$ cat src/rtl/axi_video_scan_if.sv
// axi_video_scan_if: AXI4 read channels plus the AXI4-Stream video output of the scan-out block.
// Latency: none, wires only.
// Backpressure: carried by the arready/rready/tready handshakes between the modports.
interface axi_video_scan_if;
  logic [31:0] m_axi_araddr;
  logic [7:0]  m_axi_arlen;
  logic [2:0]  m_axi_arsize;
  logic [1:0]  m_axi_arburst;
  logic        m_axi_arlock;
  logic [3:0]  m_axi_arcache;
  logic [2:0]  m_axi_arprot;
  logic [3:0]  m_axi_arqos;
  logic        m_axi_arvalid;
  logic        m_axi_arready;
  logic [31:0] m_axi_rdata;
  logic [1:0]  m_axi_rresp;
  logic        m_axi_rlast;
  logic        m_axi_rvalid;
  logic        m_axi_rready;
  logic [23:0] m_axis_video_tdata;
  logic        m_axis_video_tvalid;
  logic        m_axis_video_tready;
  logic        m_axis_video_tuser;
  logic        m_axis_video_tlast;

  modport master (
    output m_axi_araddr, m_axi_arlen, m_axi_arsize, m_axi_arburst, m_axi_arlock,
           m_axi_arcache, m_axi_arprot, m_axi_arqos, m_axi_arvalid, m_axi_rready,
           m_axis_video_tdata, m_axis_video_tvalid, m_axis_video_tuser, m_axis_video_tlast,
    input  m_axi_arready, m_axi_rdata, m_axi_rresp, m_axi_rlast, m_axi_rvalid,
           m_axis_video_tready
  );

  modport slave (
    input  m_axi_araddr, m_axi_arlen, m_axi_arsize, m_axi_arburst, m_axi_arlock,
           m_axi_arcache, m_axi_arprot, m_axi_arqos, m_axi_arvalid, m_axi_rready,
           m_axis_video_tdata, m_axis_video_tvalid, m_axis_video_tuser, m_axis_video_tlast,
    output m_axi_arready, m_axi_rdata, m_axi_rresp, m_axi_rlast, m_axi_rvalid,
           m_axis_video_tready
  );
endinterface

$ cat src/rtl/axi_video_scan.sv
// axi_video_scan: reads a framebuffer back over AXI4 INCR bursts and emits it as AXI4-Stream video.
// Latency: an R beat accepted at edge N appears on tdata/tvalid at N+1 when the pixel FIFO was empty.
// Backpressure: an AR is issued only with room for a full burst, so tready may stall forever losslessly.
// Optional: define AXI_VIDEO_SCAN_LOOP_EN to rescan frames continuously after one scan_start.
module axi_video_scan #(
  parameter logic [31:0] C_M_AXI_TARGET_SLAVE_BASE_ADDR = 32'h40000000,
  parameter int          H_ACTIVE   = 1920,
  parameter int          V_ACTIVE   = 1080,
  parameter int          BURST_LEN  = 16,
  parameter int          FIFO_DEPTH = 64
) (
  input  logic             m_axi_aclk,
  input  logic             m_axi_aresetn,
  axi_video_scan_if.master bus,
  input  logic             scan_start,
  output logic             scan_busy,
  output logic             scan_done,
  output logic             scan_error
);
  localparam int NUM_BURSTS = (H_ACTIVE * V_ACTIVE) / BURST_LEN;
  localparam int BCW = (NUM_BURSTS > 1) ? $clog2(NUM_BURSTS) : 1;
  localparam int AW  = (FIFO_DEPTH > 1) ? $clog2(FIFO_DEPTH) : 1;
  localparam int PW  = AW + 1;
  localparam logic [BCW-1:0] BURST_LAST = BCW'(NUM_BURSTS - 1);
  localparam logic [PW-1:0]  DEPTH_P    = PW'(FIFO_DEPTH);
  localparam logic [PW-1:0]  BURST_P    = PW'(BURST_LEN);
  localparam logic [31:0]    ADDR_INC   = 32'(BURST_LEN * 4);
  localparam logic [15:0]    X_LAST     = 16'(H_ACTIVE - 1);
  localparam logic [15:0]    Y_LAST     = 16'(V_ACTIVE - 1);

  typedef enum logic [1:0] {IDLE, ADDR, DATA, DRAIN} state_t;

  state_t          state_q, state_d;
  logic [31:0]     offset_q, offset_d;
  logic [BCW-1:0]  burst_q, burst_d;
  logic            arvalid_q, arvalid_d;
  logic            error_q, error_d;
  logic            done_q, done_d;
  logic [PW-1:0]   wr_ptr_q, wr_ptr_d, rd_ptr_q, rd_ptr_d;
  logic [15:0]     x_q, x_d, y_q, y_d;
  logic [23:0]     fifo_mem_q [FIFO_DEPTH];

  logic [PW-1:0]   occ, free;
  logic            fifo_vld, push, pop, final_pop;
  logic            unused_rdata_hi;

  // Pointers carry one extra wrap bit so full and empty stay distinguishable.
  assign occ       = wr_ptr_q - rd_ptr_q;
  assign free      = DEPTH_P - occ;
  assign fifo_vld  = (occ != '0);
  assign push      = bus.m_axi_rvalid & bus.m_axi_rready;
  assign pop       = fifo_vld & bus.m_axis_video_tready;
  assign final_pop = pop & (x_q == X_LAST) & (y_q == Y_LAST);
  assign unused_rdata_hi = ^bus.m_axi_rdata[31:24];

  assign bus.m_axi_araddr  = C_M_AXI_TARGET_SLAVE_BASE_ADDR + offset_q;
  assign bus.m_axi_arlen   = 8'(BURST_LEN - 1);
  assign bus.m_axi_arsize  = 3'h2;
  assign bus.m_axi_arburst = 2'h1;
  assign bus.m_axi_arlock  = 1'b0;
  assign bus.m_axi_arcache = 4'h2;
  assign bus.m_axi_arprot  = 3'h0;
  assign bus.m_axi_arqos   = 4'h0;
  assign bus.m_axi_arvalid = arvalid_q;
  // Space for the whole burst was reserved before the AR, so R is never stalled.
  assign bus.m_axi_rready  = (state_q == DATA);

  assign bus.m_axis_video_tvalid = fifo_vld;
  assign bus.m_axis_video_tdata  = fifo_vld ? fifo_mem_q[rd_ptr_q[AW-1:0]] : 24'h0;
  assign bus.m_axis_video_tuser  = fifo_vld & (x_q == 16'd0) & (y_q == 16'd0);
  assign bus.m_axis_video_tlast  = fifo_vld & (x_q == X_LAST);

  assign scan_busy  = (state_q != IDLE);
  assign scan_done  = done_q;
  assign scan_error = error_q;

  // Next-state logic for the scan FSM, the pixel FIFO pointers and the raster position.
  always_comb begin
    state_d   = state_q;
    offset_d  = offset_q;
    burst_d   = burst_q;
    arvalid_d = arvalid_q;
    error_d   = error_q;
    done_d    = 1'b0;
    wr_ptr_d  = wr_ptr_q + PW'(push);
    rd_ptr_d  = rd_ptr_q + PW'(pop);
    x_d       = x_q;
    y_d       = y_q;

    case (state_q)
      IDLE: begin
        if (scan_start) begin
          offset_d = 32'd0;
          burst_d  = '0;
          error_d  = 1'b0;
          state_d  = ADDR;
        end
      end
      ADDR: begin
        // Free space only grows while here, so a raised arvalid never loses its reservation.
        if (arvalid_q) begin
          if (bus.m_axi_arready) begin
            arvalid_d = 1'b0;
            offset_d  = offset_q + ADDR_INC;
            state_d   = DATA;
          end
        end else if (free >= BURST_P) begin
          arvalid_d = 1'b1;
        end
      end
      DATA: begin
        if (push && bus.m_axi_rlast) begin
          if (burst_q == BURST_LAST) begin
            state_d = DRAIN;
          end else begin
            burst_d = burst_q + 1'b1;
            state_d = ADDR;
          end
        end
      end
      DRAIN: begin
        if (final_pop) begin
          done_d = 1'b1;
`ifdef AXI_VIDEO_SCAN_LOOP_EN
          offset_d = 32'd0;
          burst_d  = '0;
          state_d  = ADDR;
`else
          state_d  = IDLE;
`endif
        end
      end
      default: state_d = IDLE;
    endcase

    // A bad response is flagged but the beat is still streamed.
    if (push && (bus.m_axi_rresp != 2'b00)) error_d = 1'b1;

    if (pop) begin
      if (x_q == X_LAST) begin
        x_d = 16'd0;
        y_d = (y_q == Y_LAST) ? 16'd0 : y_q + 16'd1;
      end else begin
        x_d = x_q + 16'd1;
      end
    end
  end

  // State registers with synchronous active-low reset; reset also flushes the FIFO.
  always_ff @(posedge m_axi_aclk) begin
    if (!m_axi_aresetn) begin
      state_q   <= IDLE;
      offset_q  <= 32'd0;
      burst_q   <= '0;
      arvalid_q <= 1'b0;
      error_q   <= 1'b0;
      done_q    <= 1'b0;
      wr_ptr_q  <= '0;
      rd_ptr_q  <= '0;
      x_q       <= 16'd0;
      y_q       <= 16'd0;
    end else begin
      state_q   <= state_d;
      offset_q  <= offset_d;
      burst_q   <= burst_d;
      arvalid_q <= arvalid_d;
      error_q   <= error_d;
      done_q    <= done_d;
      wr_ptr_q  <= wr_ptr_d;
      rd_ptr_q  <= rd_ptr_d;
      x_q       <= x_d;
      y_q       <= y_d;
    end
  end

  // Pixel storage; contents need no reset because tvalid is derived from the pointers.
  always_ff @(posedge m_axi_aclk) begin
    if (push) fifo_mem_q[wr_ptr_q[AW-1:0]] <= bus.m_axi_rdata[23:0];
  end
endmodule
$ cat src/flat_wrapper.sv
// flat-port wrapper written by rule: the top's interface ports become plain ports
module axi_video_scan_flat 
#(
  parameter logic [31:0] C_M_AXI_TARGET_SLAVE_BASE_ADDR = 32'h40000000,
  parameter int          H_ACTIVE   = 1920,
  parameter int          V_ACTIVE   = 1080,
  parameter int          BURST_LEN  = 16,
  parameter int          FIFO_DEPTH = 64
)
  (m_axi_aclk, m_axi_aresetn, scan_start, scan_busy, scan_done, scan_error, bus_m_axi_araddr, bus_m_axi_arlen, bus_m_axi_arsize, bus_m_axi_arburst, bus_m_axi_arlock, bus_m_axi_arcache, bus_m_axi_arprot, bus_m_axi_arqos, bus_m_axi_arvalid, bus_m_axi_rready, bus_m_axis_video_tdata, bus_m_axis_video_tvalid, bus_m_axis_video_tuser, bus_m_axis_video_tlast, bus_m_axi_arready, bus_m_axi_rdata, bus_m_axi_rresp, bus_m_axi_rlast, bus_m_axi_rvalid, bus_m_axis_video_tready);
  axi_video_scan_if bus_i ();
  input  logic m_axi_aclk;
  input  logic m_axi_aresetn;
  input  logic scan_start;
  output logic scan_busy;
  output logic scan_done;
  output logic scan_error;
  output wire logic [$bits(bus_i.m_axi_araddr)-1:0] bus_m_axi_araddr;
  output wire logic [$bits(bus_i.m_axi_arlen)-1:0] bus_m_axi_arlen;
  output wire logic [$bits(bus_i.m_axi_arsize)-1:0] bus_m_axi_arsize;
  output wire logic [$bits(bus_i.m_axi_arburst)-1:0] bus_m_axi_arburst;
  output wire logic [$bits(bus_i.m_axi_arlock)-1:0] bus_m_axi_arlock;
  output wire logic [$bits(bus_i.m_axi_arcache)-1:0] bus_m_axi_arcache;
  output wire logic [$bits(bus_i.m_axi_arprot)-1:0] bus_m_axi_arprot;
  output wire logic [$bits(bus_i.m_axi_arqos)-1:0] bus_m_axi_arqos;
  output wire logic [$bits(bus_i.m_axi_arvalid)-1:0] bus_m_axi_arvalid;
  output wire logic [$bits(bus_i.m_axi_rready)-1:0] bus_m_axi_rready;
  output wire logic [$bits(bus_i.m_axis_video_tdata)-1:0] bus_m_axis_video_tdata;
  output wire logic [$bits(bus_i.m_axis_video_tvalid)-1:0] bus_m_axis_video_tvalid;
  output wire logic [$bits(bus_i.m_axis_video_tuser)-1:0] bus_m_axis_video_tuser;
  output wire logic [$bits(bus_i.m_axis_video_tlast)-1:0] bus_m_axis_video_tlast;
  input wire logic [$bits(bus_i.m_axi_arready)-1:0] bus_m_axi_arready;
  input wire logic [$bits(bus_i.m_axi_rdata)-1:0] bus_m_axi_rdata;
  input wire logic [$bits(bus_i.m_axi_rresp)-1:0] bus_m_axi_rresp;
  input wire logic [$bits(bus_i.m_axi_rlast)-1:0] bus_m_axi_rlast;
  input wire logic [$bits(bus_i.m_axi_rvalid)-1:0] bus_m_axi_rvalid;
  input wire logic [$bits(bus_i.m_axis_video_tready)-1:0] bus_m_axis_video_tready;
  assign bus_m_axi_araddr = bus_i.m_axi_araddr;
  assign bus_m_axi_arlen = bus_i.m_axi_arlen;
  assign bus_m_axi_arsize = bus_i.m_axi_arsize;
  assign bus_m_axi_arburst = bus_i.m_axi_arburst;
  assign bus_m_axi_arlock = bus_i.m_axi_arlock;
  assign bus_m_axi_arcache = bus_i.m_axi_arcache;
  assign bus_m_axi_arprot = bus_i.m_axi_arprot;
  assign bus_m_axi_arqos = bus_i.m_axi_arqos;
  assign bus_m_axi_arvalid = bus_i.m_axi_arvalid;
  assign bus_m_axi_rready = bus_i.m_axi_rready;
  assign bus_m_axis_video_tdata = bus_i.m_axis_video_tdata;
  assign bus_m_axis_video_tvalid = bus_i.m_axis_video_tvalid;
  assign bus_m_axis_video_tuser = bus_i.m_axis_video_tuser;
  assign bus_m_axis_video_tlast = bus_i.m_axis_video_tlast;
  assign bus_i.m_axi_arready = bus_m_axi_arready;
  assign bus_i.m_axi_rdata = bus_m_axi_rdata;
  assign bus_i.m_axi_rresp = bus_m_axi_rresp;
  assign bus_i.m_axi_rlast = bus_m_axi_rlast;
  assign bus_i.m_axi_rvalid = bus_m_axi_rvalid;
  assign bus_i.m_axis_video_tready = bus_m_axis_video_tready;
  axi_video_scan #(.C_M_AXI_TARGET_SLAVE_BASE_ADDR(C_M_AXI_TARGET_SLAVE_BASE_ADDR), .H_ACTIVE(H_ACTIVE), .V_ACTIVE(V_ACTIVE), .BURST_LEN(BURST_LEN), .FIFO_DEPTH(FIFO_DEPTH)) u_core (.m_axi_aclk(m_axi_aclk), .m_axi_aresetn(m_axi_aresetn), .bus(bus_i), .scan_start(scan_start), .scan_busy(scan_busy), .scan_done(scan_done), .scan_error(scan_error));
endmodule
$ cat config.mk
export PLATFORM = sky130hd
export DESIGN_NAME = axi_video_scan_flat
export DESIGN_NICKNAME = d
export VERILOG_FILES = /design/src/rtl/axi_video_scan_if.sv /design/src/rtl/axi_video_scan.sv /design/src/flat_wrapper.sv
export SDC_FILE = /design/constraint.sdc
export NUM_CORES = 1
export LEC_CHECK = 0
export BUFFER_PORTS_ARGS = -buffer_cell sky130_fd_sc_hd__buf_2
export CORE_AREA = 2 2 361 363
export CTS_CLUSTER_DIAMETER = 30
export DETAILED_ROUTE_END_ITERATION = 8
export DIE_AREA = 0 0 363 365
export MAX_ROUTING_LAYER = met4
export PLACE_DENSITY = 0.77
export SLEW_MARGIN = 20
export SYNTH_ARGS = -nofsm -noshare
export SYNTH_HDL_FRONTEND = slang
export SYNTH_SLANG_ARGS = --single-unit
$ cat constraint.sdc
create_clock -name m_axi_aclk -period 5.65 [get_ports m_axi_aclk]
set_clock_uncertainty 0.2 [all_clocks]
set_input_delay 0.565 -clock m_axi_aclk [delete_from_list [all_inputs] [get_ports m_axi_aclk]]
set_output_delay 0.565 -clock m_axi_aclk [all_outputs]
set_load 0.03 [all_outputs]
==> impl_metrics.env, run 1 <==
export IMPL_antenna_left=0
export IMPL_totalWireLength_mm=172.5
export IMPL_die_width_um=363
export IMPL_final_cell_utilization_of_the_core_pct=59.60
export IMPL_htree_levels=5
export IMPL_multi_input_area_mm2=0.01481
export IMPL_post_route_drc_count=0
export IMPL_clockRootBuffer="clkbuf_16"
export IMPL_power_per_cell_area_mw_per_mm2=450.8
export IMPL_peak_fanout_along_the_critical_path=25
export IMPL_fp_dieArea_mm2=0.1325
export IMPL_nFillCells=8395
export IMPL_floorplan_io_pins=130
export IMPL_grt_pass1_wl_mm=251.3
export IMPL_post_drt_wl_per_cell_um=31.67
export IMPL_worst_path_dominant_cell_family="simple AND/OR/NAND/NOR gates"
export IMPL_post_synth_cell_area_avg_um2=19.76
export IMPL_most_common_cell_in_the_synthesized_netlist="edfxtp_1"
export IMPL_cp_data_required_time_ns=4.89
export IMPL_synth_top_cells_by_count="edfxtp_1, mux4_2, a22oi_1, nor2_1, a21oi_1"
export IMPL_fin_nets=3604
export IMPL_finalHoldWorstSlack_ns=0.09720
export IMPL_gr_total_overflow=0
export IMPL_top_cells_by_area_in_the_synthesized_netlist="edfxtp_1, mux4_2, dfxtp_1"
export IMPL_via_count=35660
export IMPL_num_rows=132
export IMPL_cts_reportedPaths_clkPinSlew_ns=0.05
export IMPL_synth_top_cell_area_share_pct=72.25
export IMPL_dp_cells=4917
export IMPL_crit_path_end_kind="output port"
export IMPL_outcome="finished, final reports clean"
export IMPL_clock_path_buffers=4
export IMPL_portBuffers=90
export IMPL_leakage_nw=24.50
export IMPL_tritoncts_clock_tree="yes"
export IMPL_crit_chain="inv_1, ha_1, or2_1, o22ai_1, mux2i_1, or3_1, nor2_8, nor3_1, buf_2"
export IMPL_crit_path_max_incr_delay_ns=0.80
export IMPL_layoutNonFillerInstCount=5446
export IMPL_layout_drive_gt1_share_pct=31.26
export IMPL_design_core_area_mm2=0.1287
export IMPL_async_reset_ff_share_pct=0
export IMPL_ys_warn_count=0
export IMPL_slowest_stage="nor3_1"
export IMPL_setup_violations=0
export IMPL_detailed_place_hpwl_mm=81.88
export IMPL_place_gp_congestion=0.8472
export IMPL_cp_arrival_ns=4.69
export IMPL_final_min_period_over_clock_period_pct=96.54
export IMPL_grtUsageTotal_pct=27.01
export IMPL_tritoncts_num_sinks=1630
export IMPL_route_detailed_vias_per_inst=6.548
export IMPL_worstSetupStartpointType="flip-flop"
export IMPL_timing_hold_violations_final=0
export IMPL_synth_distinct_cells=74
export IMPL_timing_final_max_slew_violations=0
export IMPL_flow_area_growth_from_synthesis_pct=20.12
export IMPL_synthFlopType="edfxtp_1"
export IMPL_timing_worst_setup_path_type="reg -> out"
export IMPL_tritoncts_num_buffers=295
export IMPL_synth_cells=3231
export IMPL_drt_initial_drc_count=5501
export IMPL_maximum_number_of_pins_on_one_net_before_global_route_repair=97
export IMPL_timing_max_slew_rel_slack_pct=19.89
export IMPL_initial_cell_density_of_the_core_pct=49.62
export IMPL_antenna_violations_before_repair=9
export IMPL_ff_latch_area_mm2=0.04801
export IMPL_first_global_vias=36240
export IMPL_seq_area_frac_synth_pct=75.19
export IMPL_first_pass_iters=6
export IMPL_worst_path_buf_inv=2
export IMPL_worst_pin_slew_ns=1.199
export IMPL_worstSkewPairLatency_ns=0.84
export IMPL_number_of_enable_type_register_cells_in_the_synthesized_netlist=1536
export IMPL_finalSetupTns_ns=0
export IMPL_final_min_clock_period_ns=5.454
export IMPL_synth_ff_latch_count=1630
export IMPL_synth_area_leader_cell="edfxtp_1"
export IMPL_grt_setup_unrepaired="no"
export IMPL_postCtsSetupRepairBufs=0
export IMPL_max_cap_viol_count=0
export IMPL_die_height_um=365
export IMPL_synth_area_mm2=0.06384
export IMPL_r2r_slack_ns=1.38
export IMPL_hold_class="in -> reg"
export IMPL_fmax_ghz=0.1833
export IMPL_irDropWorstVdd_uv=310.5
where the power goes:
part | internal [W] | switching, W
logic | 0.00138 | 0.00205
registers | 0.0132 | 0.0000603
clock network | 0.0118 | 0.00604
total | 0.0264 | 0.00815
timing repair:
action                                  4_1_cts  5_1_grt
hold buffers                                  7        0
endpoints found under the setup margin        0        1
hold endpoints to repair                      7        0
resized for setup                             0        1
area by class of cell:
class	instances	area share [%]
Clock inverter	186	3.025
Multi-Input combinational cell	1361	19.32
Antenna cell	9	0.02937
Timing Repair Buffer	229	2.180
Sequential cell	1630	62.61
Inverter	29	0.1419
Clock buffer	327	9.961
Tap cell	1675	2.733
sequential cells by signal (all words and copies together) (netlist names):
| name | cells |
|---|---|
| u_core.burst_q | 17 |
| u_core.bus.m_axi_arvalid | 1 |
| u_core.fifo_mem_q | 1536 |
| u_core.offset_q | 26 |
| u_core.rd_ptr_q | 7 |
| u_core.scan_done | 1 |
| u_core.scan_error | 1 |
| u_core.state_q | 2 |
| u_core.wr_ptr_q | 7 |
| u_core.x_q | 16 |
| u_core.y_q | 16 |
layer usage:
metal  global-route usage [%]  vias to the layer above  part of all wire, %  routed length (um)
met5                        -                        -                    0                   0
met4                    11.33                        0                  4.2                7323
met3                    6.932                      493                   12               21380
met2                    41.28                     2925                   48               82130
li1                         -                    14040                    -                   -
met1                    34.69                    18200                   36               61650
kinds of logic (layout without fill, tap and decap cells):
family          after synthesis  after routing  synth area share [%]
fa+ha+maj                    17             17                0.3449
flops                      1630           1630                 75.19
simple gates                461            461                 3.585
compound gates              413            413                 4.457
xor+xnor                     48             48                0.6585
mux                         391            391                 13.66
other cells                   2             40               0.01176
buf+inv                     269            771                 2.091
worst register-to-register path, stage by stage (launching register included):
cell	delay, ns
dfxtp_1	0.57
inv_1	0.15
nor2_1	0.22
nand2_1	0.28
nor2_1	0.40
nand3_1	0.71
nor2_2	1.02
buf_4	0.40
worst paths after layout:
kind,start,end,cells past startpoint
max,u_core.rd_ptr_q[2],bus_m_axis_video_tdata[21],9
min,scan_start,u_core.state_q[0],5
max reg2reg,u_core.state_q[1],u_core.fifo_mem_q[15][17],7
min reg2reg,u_core.y_q[15],u_core.y_q[15],2
stage by stage:
stage	cell area [um^2]	power (W)	setup slack [ns]
finish	76680	0.03457	0.1957
global route	76680	0.03536	0.01311
CTS	76630	0.03465	0.2612
detailed placement	66610	0.01682	1.198
global placement	66610	0.01678	1.204
floorplan	63950	0.01582	1.545
placed cells by master (no fill, tap or decap), drive strengths merged, types with 10 or more instances in the layout:
cell type,count
edfxtp,1536
mux4,384
clkbuf,327
buf,222
a22oi,194
nor2,143
a21oi,126
dfxtp,94
clkinv,91
nor3,88
nand2,68
inv,50
bufinv,45
nand3,43
conb,31
clkinvlp,29
xor2,24
xnor2,24
o21ai,22
and3,21
nand4,20
ha,16
or3,13
o22ai,12
o211ai,11
nor4,10
No activity file was read; power rests on OpenSTA's default activity.
==> inputs of run 2 (changes only) <==
--- a/config.mk
+++ b/config.mk
@@ -6,12 +6,12 @@
 export NUM_CORES = 1
 export LEC_CHECK = 0
 export BUFFER_PORTS_ARGS = -buffer_cell sky130_fd_sc_hd__buf_2
-export CORE_AREA = 2 2 361 363
+export CORE_AREA = 2 2 380 382
 export CTS_CLUSTER_DIAMETER = 30
 export DETAILED_ROUTE_END_ITERATION = 8
-export DIE_AREA = 0 0 363 365
+export DIE_AREA = 0 0 382 384
 export MAX_ROUTING_LAYER = met4
-export PLACE_DENSITY = 0.77
+export PLACE_DENSITY = 0.71
 export SLEW_MARGIN = 20
 export SYNTH_ARGS = -nofsm -noshare
 export SYNTH_HDL_FRONTEND = slang
==> run 2 against run 1 <==
Register-to-register slack better by 0.19 ns; flip-flop and latch count unchanged; non-clock buffer count up 7; sequential power about the same; highest routed layer unchanged.
==> impl_metrics.env, run 2 (synthesis gave the netlist of run 1 again) <==
export IMPL_outcome="finished, final reports clean"
export IMPL_hold_class="in -> reg"
export IMPL_route_detailed_vias_per_inst=6.013
export IMPL_count_of_cell_instances_traversed_by_the_critical_path=9
export IMPL_post_cts_resize_count=0
export IMPL_layout_drive_gt1_share_pct=31.98
export IMPL_largest_register_ff_count=1536
export IMPL_layout_common_cells="edfxtp_1, mux4_2, clkbuf_16, a22oi_1, buf_4"
export IMPL_dp_cells=5152
export IMPL_timing_hold_violations_final=0
export IMPL_post_route_drc_count=0
export IMPL_worst_path_buf_inv=2
export IMPL_finalSetupTns_ns=0
export IMPL_cp_arrival_ns=4.62
export IMPL_worst_setup_ep="bus_m_axis_video_tdata[19]"
export IMPL_worst_pin_slew_ns=1.097
export IMPL_via_count=34400
export IMPL_topRoutingLayerUsed="met4"
export IMPL_totalWireLength_mm=163.0
export IMPL_flow_area_growth_from_synthesis_pct=21.48
export IMPL_leakage_nw=24.79
export IMPL_drt_initial_drc_count=4471
export IMPL_floorplan_io_pins=130
export IMPL_fp_dieArea_mm2=0.1467
export IMPL_critPathLaunch="u_core.rd_ptr_q[2]"
export IMPL_timing_final_max_slew_violations=0
export IMPL_num_rows=139
export IMPL_grtUsageTotal_pct=22.90
export IMPL_worst_path_dominant_cell_family="simple AND/OR/NAND/NOR gates"
export IMPL_maximum_number_of_pins_on_one_net_before_global_route_repair=94
export IMPL_nFillCells=10410
export IMPL_final_common_cell="edfxtp_1"
export IMPL_tritoncts_num_sinks=1630
export IMPL_peak_fanout_along_the_critical_path=20
export IMPL_crit_chain="inv_1, ha_1, or2_1, o22ai_1, mux2i_1, or3_1, nor2_8, nor3_1, buf_2"
export IMPL_timing_worst_setup_path_type="reg -> out"
export IMPL_post_route_cell_area_mm2=0.07755
export IMPL_max_cap_viol_count=0
export IMPL_postCtsSetupRepairBufs=0
export IMPL_rr_endpoint="u_core.rd_ptr_q[6]"
export IMPL_ff2ff_path_depth=13
export IMPL_post_drt_wl_per_cell_um=28.49
export IMPL_die_width_um=382
export IMPL_tritoncts_num_buffers=318
export IMPL_design_core_area_mm2=0.1428
export IMPL_initial_cell_density_of_the_core_pct=44.71
export IMPL_place_gp_congestion=0.8611
export IMPL_die_height_um=384
export IMPL_timing_max_slew_rel_slack_pct=26.71
export IMPL_power_per_cell_area_mw_per_mm2=451.8
export IMPL_worstSkewPairLatency_ns=0.88
export IMPL_worstSetupStartpointType="flip-flop"
export IMPL_r2r_slack_ns=1.57
export IMPL_grt_pass1_wl_mm=237.6
export IMPL_crit_path_end_kind="output port"
export IMPL_detailed_place_hpwl_mm=83.10
export IMPL_clockRootBuffer="clkbuf_16"
export IMPL_htree_levels=5
export IMPL_postCtsHoldBufs=7
export IMPL_fmax_ghz=0.1856
export IMPL_slowest_stage="nor3_1"
export IMPL_multi_input_area_mm2=0.01485
export IMPL_cp_data_required_time_ns=4.89
export IMPL_first_global_vias=34750
export IMPL_final_min_clock_period_ns=5.388
export IMPL_ff_latch_area_mm2=0.04801
export IMPL_grt_setup_unrepaired="no"
export IMPL_irDropWorstVdd_uv=277.5
export IMPL_antenna_left=0
export IMPL_first_pass_iters=6
export IMPL_final_min_period_over_clock_period_pct=95.35
export IMPL_crit_path_max_incr_delay_ns=0.70
export IMPL_met3WireLength_mm=17.62
export IMPL_fin_nets=3634
export IMPL_antenna_violations_before_repair=6
export IMPL_met1Wirelength_mm=62.92
export IMPL_setup_violations=0
export IMPL_portBuffers=90
export IMPL_layoutNonFillerInstCount=5721
export IMPL_cts_reportedPaths_clkPinSlew_ns=0.05
export IMPL_wl_met2_mm=77.88
export IMPL_placed_cell_area_mm2=0.06699
export IMPL_tritoncts_clock_tree="yes"
export IMPL_clock_path_buffers=4
export IMPL_gr_total_overflow=0
export IMPL_r2r_start="u_core.rd_ptr_q[2]"
run 2: cell type report:
cell class,count,share of cell area [%]
flip-flops and latches,1630,61.91
multi-input cells,1361,19.15
clock buffers,354,10.64
well taps,1903,3.070
clock inverters,205,2.885
repair buffers,236,2.197
inverters,29,0.1404
diodes,3,0.009680
run 2: worst min path at each step:
stage	depth (start not counted)	endpoint	startpoint	slack [ns]
3_3_place_gp	2	u_core.scan_error	u_core.scan_error	0.25
2_1_floorplan	2	u_core.y_q[15]	u_core.y_q[15]	0.26
5_1_grt	5	u_core.state_q[0]	scan_start	0.06
4_1_cts	5	u_core.state_q[0]	scan_start	0.02
3_5_place_dp	2	u_core.scan_error	u_core.scan_error	0.26
6_report	5	u_core.state_q[0]	scan_start	0.06
run 2: routing by layer:
layer / up-vias / GRT usage (%)
met3: 276 / 5.573
met4: 0 / 7.940
met1: 17900 / 30.41
met2: 2102 / 34.75
li1: 14120 / -
met5: - / -
run 2: per-stage QoR:
step	hold slack [ns]	setup slack [ns]	util [%]	total power (W)
2_1_floorplan	0.2597	1.545	-	0.01582
3_3_place_gp	0.2544	1.260	46.92	0.01684
3_5_place_dp	0.2633	1.259	46.92	0.01688
4_1_cts	0.02009	0.3090	54.31	0.03522
5_1_grt	0.06404	0.06990	54.32	0.03594
6_report	0.05828	0.2625	54.32	0.03504
run 2: where the power goes:
group          switching (W)  internal (W)  leakage, nW
logic                0.00202       0.00140         5.15
registers          0.0000443        0.0132         14.6
clock network        0.00614        0.0122         5.07
run 2: worst register-to-register path, cell delays in order (launching register included):
cell     delay [ns]
dfxtp_1        0.54
inv_1          0.20
ha_1           0.28
or2_1          0.28
o22ai_1        0.16
mux2i_1        0.55
nor3_4         0.04
buf_4          0.27
a21oi_1        0.43
ha_1           0.25
ha_1           0.21
nand3_1        0.12
or3_1          0.35
a21oi_1        0.15
